===== config.mk =====
export PLATFORM = sky130hd
export DESIGN_NAME = wb_burst_master
export DESIGN_NICKNAME = d
export VERILOG_FILES = /design/src/rtl/wb_burst_master_pkg.sv /design/src/rtl/wb_burst_master_wdog.sv /design/src/rtl/wb_burst_master.sv
export SDC_FILE = /design/constraint.sdc
export NUM_CORES = 1
export LEC_CHECK = 0
export CORE_ASPECT_RATIO = 0.6
export CORE_MARGIN = 2
export CORE_UTILIZATION = 55
export CTS_BUF_LIST = sky130_fd_sc_hd__clkbuf_8
export CTS_CLUSTER_DIAMETER = 50
export DETAILED_ROUTE_END_ITERATION = 10
export DONT_BUFFER_PORTS = 1
export PLACE_DENSITY = 0.73
export SYNTH_ARGS = -nofsm -noshare
export SYNTH_HDL_FRONTEND = slang
export SYNTH_SLANG_ARGS = --single-unit

===== constraint.sdc =====
create_clock -name clk -period 1.85 [get_ports clk]
set_input_delay 0.0925 -clock clk [delete_from_list [all_inputs] [get_ports clk]]
set_output_delay 0.0925 -clock clk [all_outputs]
set_load 0.01 [all_outputs]

===== src/rtl/wb_burst_master_pkg.sv =====
// Shared constants, status codes and FSM state encoding for wb_burst_master.
// Consumed by the top-level module through a package import.
package wb_burst_master_pkg;

    typedef enum logic [1:0] {
        S_IDLE,
        S_BURST,
        S_GAP,
        S_DONE
    } state_t;

    localparam logic [2:0] CTI_CLASSIC = 3'b000;
    localparam logic [2:0] CTI_INCR    = 3'b010;
    localparam logic [2:0] CTI_EOB     = 3'b111;

    localparam logic [1:0] BTE_LINEAR  = 2'b00;

    localparam logic [1:0] ST_OK  = 2'b00;
    localparam logic [1:0] ST_ERR = 2'b01;
    localparam logic [1:0] ST_RTY = 2'b10;
    localparam logic [1:0] ST_TMO = 2'b11;

endpackage


===== src/rtl/wb_burst_master_wdog.sv =====
// Stall watchdog: counts consecutive unanswered strobe cycles.
// Only instantiated when WB_BURST_MASTER_TIMEOUT_EN is defined.
module wb_burst_master_wdog #(
    parameter int TIMEOUT = 255
) (
    input  logic clk,
    input  logic rst_n,
    input  logic stall,
    output logic expired
);

    logic [7:0] cnt;

    // Fires on the TIMEOUT-th consecutive stall cycle.
    assign expired = stall && (cnt == 8'(TIMEOUT - 1));

    always_ff @(posedge clk or negedge rst_n) begin
        if (!rst_n) begin
            cnt <= 8'd0;
        end else if (!stall) begin
            cnt <= 8'd0;
        end else if (!expired) begin
            cnt <= cnt + 8'd1;
        end
    end

endmodule


===== src/rtl/wb_burst_master.sv =====
// WISHBONE B3 incrementing-burst initiator with bounded retry.
// Optional stall watchdog enabled by defining WB_BURST_MASTER_TIMEOUT_EN.
module wb_burst_master
    import wb_burst_master_pkg::*;
#(
    parameter int MAX_LEN   = 16,
    parameter int MAX_RETRY = 3,
    parameter int TIMEOUT   = 255
) (
    input  logic        clk,
    input  logic        rst_n,
    input  logic        cmd_valid,
    output logic        cmd_ready,
    input  logic        cmd_we,
    input  logic [31:0] cmd_adr,
    input  logic [4:0]  cmd_len,
    input  logic [3:0]  cmd_sel,
    input  logic        wr_valid,
    output logic        wr_ready,
    input  logic [31:0] wr_data,
    output logic        rd_valid,
    output logic [31:0] rd_data,
    output logic        done,
    output logic [1:0]  status,
    output logic [31:0] wb_adr_o,
    output logic [31:0] wb_dat_o,
    output logic [3:0]  wb_sel_o,
    output logic        wb_cyc_o,
    output logic        wb_stb_o,
    output logic        wb_we_o,
    output logic [2:0]  wb_cti_o,
    output logic [1:0]  wb_bte_o,
    input  logic [31:0] wb_dat_i,
    input  logic        wb_ack_i,
    input  logic        wb_err_i,
    input  logic        wb_rty_i
);

    localparam int RW = (MAX_RETRY < 1) ? 1 : $clog2(MAX_RETRY + 1);

    state_t        state;
    logic [31:0]   adr;
    logic [4:0]    rem;
    logic [RW-1:0] rty_cnt;
    logic          we;
    logic          single;
    logic [3:0]    sel;
    logic [2:0]    cti;
    logic [1:0]    st;

    logic [4:0] len_eff;
    logic       stb;
    logic       ack;
    logic       err;
    logic       rty;
    logic       tmo;

    assign len_eff = (cmd_len == 5'd0)          ? 5'd1 :
                     (cmd_len > 5'(MAX_LEN))    ? 5'(MAX_LEN) : cmd_len;

    assign stb = (state == S_BURST) && (we ? wr_valid : 1'b1);
    // err outranks rty, rty outranks ack.
    assign err = stb && wb_err_i;
    assign rty = stb && wb_rty_i && !wb_err_i;
    assign ack = stb && wb_ack_i && !wb_err_i && !wb_rty_i;

`ifdef WB_BURST_MASTER_TIMEOUT_EN
    wb_burst_master_wdog #(
        .TIMEOUT (TIMEOUT)
    ) u_wdog (
        .clk     (clk),
        .rst_n   (rst_n),
        .stall   (stb && !wb_ack_i && !wb_err_i && !wb_rty_i),
        .expired (tmo)
    );
`else
    assign tmo = 1'b0 & (TIMEOUT > 0);
`endif

    always_ff @(posedge clk or negedge rst_n) begin
        if (!rst_n) begin
            state   <= S_IDLE;
            adr     <= 32'd0;
            rem     <= 5'd0;
            rty_cnt <= '0;
            we      <= 1'b0;
            single  <= 1'b0;
            sel     <= 4'd0;
            cti     <= CTI_CLASSIC;
            st      <= ST_OK;
        end else begin
            unique case (state)
                S_IDLE: begin
                    if (cmd_valid) begin
                        adr     <= {cmd_adr[31:2], 2'b00};
                        rem     <= len_eff;
                        we      <= cmd_we;
                        sel     <= cmd_sel;
                        rty_cnt <= '0;
                        single  <= (len_eff == 5'd1);
                        cti     <= (len_eff == 5'd1) ? CTI_CLASSIC : CTI_INCR;
                        state   <= S_BURST;
                    end
                end
                S_BURST: begin
                    if (err) begin
                        st    <= ST_ERR;
                        state <= S_DONE;
                    end else if (rty) begin
                        if (rty_cnt == RW'(MAX_RETRY)) begin
                            st    <= ST_RTY;
                            state <= S_DONE;
                        end else begin
                            rty_cnt <= rty_cnt + RW'(1);
                            state   <= S_GAP;
                        end
                    end else if (ack) begin
                        adr <= adr + 32'd4;
                        rem <= rem - 5'd1;
                        // cti describes the beat about to be presented next.
                        cti <= single          ? CTI_CLASSIC :
                               (rem == 5'd2)   ? CTI_EOB : CTI_INCR;
                        if (rem == 5'd1) begin
                            st    <= ST_OK;
                            state <= S_DONE;
                        end
                    end else if (tmo) begin
                        st    <= ST_TMO;
                        state <= S_DONE;
                    end
                end
                S_GAP: begin
                    state <= S_BURST;
                end
                S_DONE: begin
                    state <= S_IDLE;
                end
            endcase
        end
    end

    assign cmd_ready = (state == S_IDLE);
    assign done      = (state == S_DONE);
    assign status    = st;
    assign wb_cyc_o  = (state == S_BURST);
    assign wb_stb_o  = stb;
    assign wb_we_o   = we;
    assign wb_adr_o  = adr;
    assign wb_sel_o  = sel;
    assign wb_cti_o  = cti;
    assign wb_bte_o  = BTE_LINEAR;
    assign wb_dat_o  = wr_data;
    assign wr_ready  = ack && we;
    assign rd_valid  = ack && !we;
    assign rd_data   = wb_dat_i;

endmodule


==> impl_metrics.csv <==
group,metric,value,unit
worst_setup_path,crit_fanout,3,
power_and_ir_drop,switching_power,2.81,mW
sta,finalClockSkew,0.00475,ns
cts,htree_levels,2,
cts,clkSlewWorstSetupHoldPaths,0.08,ns
power_and_ir_drop,p_seq_share,34.0,%
yosys,synth-edff-count,0,
drt,postRouteAntennaNets,0,
worst_setup_path,reg2reg_setup_slack,0.08,ns
sta,maxSlewViolCount,0,
drt,dr.pass1.iters,5,
yosys,synth_fa_ha_area_share,1.75,%
die,fp.dieW,108,µm
grt,grt.total_usage,26.4,%
placed_design,io_buffers,0,
cts,clockRootBuffer,"clkbuf_8",
placed_design,gp_congestion,0.858,
yosys,yosys.area_share.simple,24.4,%
sta,finalCritPeriodShare,95.6,%
die,io_pins,227,
min_path,hold_end,"rem[3]",
grt,antenna_found_initial,0,
worst_setup_path,rr_startpoint,"wb_adr_o[3]",
finish,drive_above_1_share,23.4,%
yosys,synth_cell_types,67,
grt,grt_pass1_wl,14.8,mm
power_and_ir_drop,vdd_drop_max,709,µV
worst_setup_path,start_kind,"flip-flop",
cts,clkSinkCount,49,
worst_setup_path,r2r-end,"wb_adr_o[12]",
yosys,ys_seq_area_share,34.3,%
yosys,synth_top_area_share,34.3,%
min_path,hold_class,"in2reg",
cts,cts_tree,"done",
yosys,netlist_top_cells_count,"70 x buf_4, 49 x dfrtp_1, 42 x nand2_1, 31 x a21oi_1, 31 x nor2_1",
placed_design,dp.cells,462,
yosys,syn_area,3580,µm²
yosys,async_flop_share,100,%
yosys,yosysWarnings,0,
die,core,6190,µm²
finish,area_delta_synth_final,6.02,%
power_and_ir_drop,internal-power,3.25,mW
drt,num_vias,3119,
finish,final_core_util,61.2,%
power_and_ir_drop,p_comb_share,55.3,%
flow_run,drv_cap,0,
cts,insertion_delay,0.30,ns
worst_setup_path,crit_path_end_kind,"flip-flop",
sta,max_slew.worst_pin.slew,0.705,ns
die,start_util,57.8,%
sta,hold_ws,0.00682,ns
yosys,synth_area_leaders,"dfrtp_1 34%, buf_4 15%, nand2_1 4.4%, a21oi_1 4.3%, nor2_1 3.3%",
worst_setup_path,critPathSlowestCell,"dfrtp_1",
sta,post-route-min-period,1.77,ns
sta,setup_tns,0,ns
power_and_ir_drop,p_total,6.06,mW
sta,slew_headroom,52.9,%
drt,post_drt_wl_per_cell,19.2,µm
cts,cts_buffer_depth,2,
worst_setup_path,slowest_delay,0.37,ns
die,dieArea,7190,µm²
worst_setup_path,worstPathRequired,2.07,ns
finish,nNetsFinal,529,
placed_design,dp_hpwl,6.76,mm
die,rows,22,
drt,first_iter_violations,232,
grt,grt_pass1_vias,2945,
power_and_ir_drop,leakage,1.59,nW
yosys,yosysMostFrequentCell,"buf_4",
yosys,ys.flop_type,"dfrtp_1",
worst_setup_path,path_class,"reg2reg",
min_path,hold_start,"cmd_len[3]",
finish,diodes,0,
grt,grt_max_degree,50,
yosys,synth_compound_area_share,19.9,%
drt,drc,0,
power_and_ir_drop,clkPwrFrac,10.7,%
sta,max_freq,565,MHz
yosys,syn_inst,418,
yosys,syn_area_per_cell,8.56,µm²
worst_setup_path,path_buf_inv,2,
sta,hold_viol,0,
power_and_ir_drop,power_density,1600,nW/µm²
yosys,synthMuxAreaShare,0.595,%
sta,rsz0062_at_grt,"yes",
worst_setup_path,critical_path.top_delay_family,"simple AND/OR/NAND/NOR gates",
worst_setup_path,worst_ep_arrival_time,1.99,ns
yosys,synth_top_family_by_area,"simple AND/OR/NAND/NOR gates",
die,die_height,66.5,µm
drt,vias_per_cell,6.30,
drt,postRouteWirelength,9.53,mm
grt,overflow,0,
finish,final_cells,495,
sta,finalSetupViolations,0,
yosys,synthDominantAreaCellType,"dfrtp_1",
worst_setup_path,r2r_cells,8,
yosys,synth_xor_xnor_area_share,0,%
cts,numCtsBuffers,5,
worst_setup_path,crit_chain,"ha_2 > nand3_4 > buf_4 > nor2_1 > buf_4 > nand4_1 > a21oi_1 > a2bb2oi_1",
min_path,hold_path_depth,2,
worst_setup_path,critPathMostFrequentCell,"buf_4",
yosys,ys_seq_elements,49,
run_status,status,"completed",
power_and_ir_drop,switching_share,46.3,%
## per-stage QoR
step / cell area (µm²) / setup slack, ns
after global placement: 3410 / 0.0447
final: 3790 / 0.0809
after global routing: 3790 / -0.0201
after CTS: 3700 / 0.0287
after detailed placement: 3410 / -0.0445
after floorplan: 3590 / 0.0463
## cell usage in the layout, fill, tap and decap left out, drive strengths merged, types with 6 or more instances in the layout
master,count
inv,7
o22a,7
nand4,8
nor3,18
dfrtp,49
dlygate4sd3,15
nor2,32
a31oi,11
clkbuf,6
nand2,44
nand3,18
a21oi,31
o22ai,9
buf,58
o21ai,22
## metal layers
metal	share of wire, %	global-route usage (%)	up-vias
met5	0	0	-
met4	1.5	7.53	0
met3	10	10.4	27
met2	44	40.4	172
met1	44	34.9	1504
li1	-	-	1416
## logic make-up after synthesis
| family | Yosys count |
|---|---|
| compound gates | 108 |
| simple gates | 156 |
| other cells | 1 |
| fa+ha+maj | 5 |
| flops | 49 |
| mux | 2 |
| buf+inv | 97 |
## sequential cells by signal (all words and copies together) (netlist names)
signal    cells
rem           5
state         2
single        1
rty_cnt       2
wb_sel_o      4
wb_cti_o      2
wb_we_o       1
wb_adr_o     30
status        2
## repair_timing
action	CTS	global route
hold buffers	16	0
pin swaps	2	7
gates cloned	1	0
hold endpoints to repair	64	0
gates resized for setup	1	9
buffers inserted	2	7
endpoints found under the setup margin	3	19
## how the worst max path moves through the flow
stage / to / start / slack, ns / cells past startpoint
after CTS: wb_adr_o[18] / wb_adr_o[2] / 0.03 / 9
after detailed placement: wb_adr_o[16] / wb_adr_o[2] / -0.04 / 7
after global placement: wb_adr_o[18] / wb_adr_o[2] / 0.04 / 8
final: wb_adr_o[12] / wb_adr_o[3] / 0.08 / 8
after floorplan: wb_adr_o[26] / wb_adr_o[2] / 0.05 / 6
after global routing: wb_adr_o[31] / state[0] / -0.02 / 6
## power groups by stage
| stage | logic (mW) | clock network (mW) | registers [mW] |
|---|---|---|---|
| after global routing | 3.69 | 0.720 | 2.12 |
| after global placement | 3.04 | 0 | 2.03 |
| final | 3.35 | 0.649 | 2.06 |
| after floorplan | 2.16 | 0 | 2.17 |
| after detailed placement | 3.14 | 0 | 2.05 |
| after CTS | 3.24 | 0.654 | 2.04 |
## cell type report
type | instances | area (µm²)
clock buffer | 6 | 82.6
multi-input combinational | 276 | 1730
clock inverter | 1 | 3.75
sequential | 49 | 1230
timing repair buffer | 73 | 618
tap | 84 | 105
fill | 535 | 2400
inverter | 6 | 22.5
Note: power is estimated with default switching activity, not from simulation.
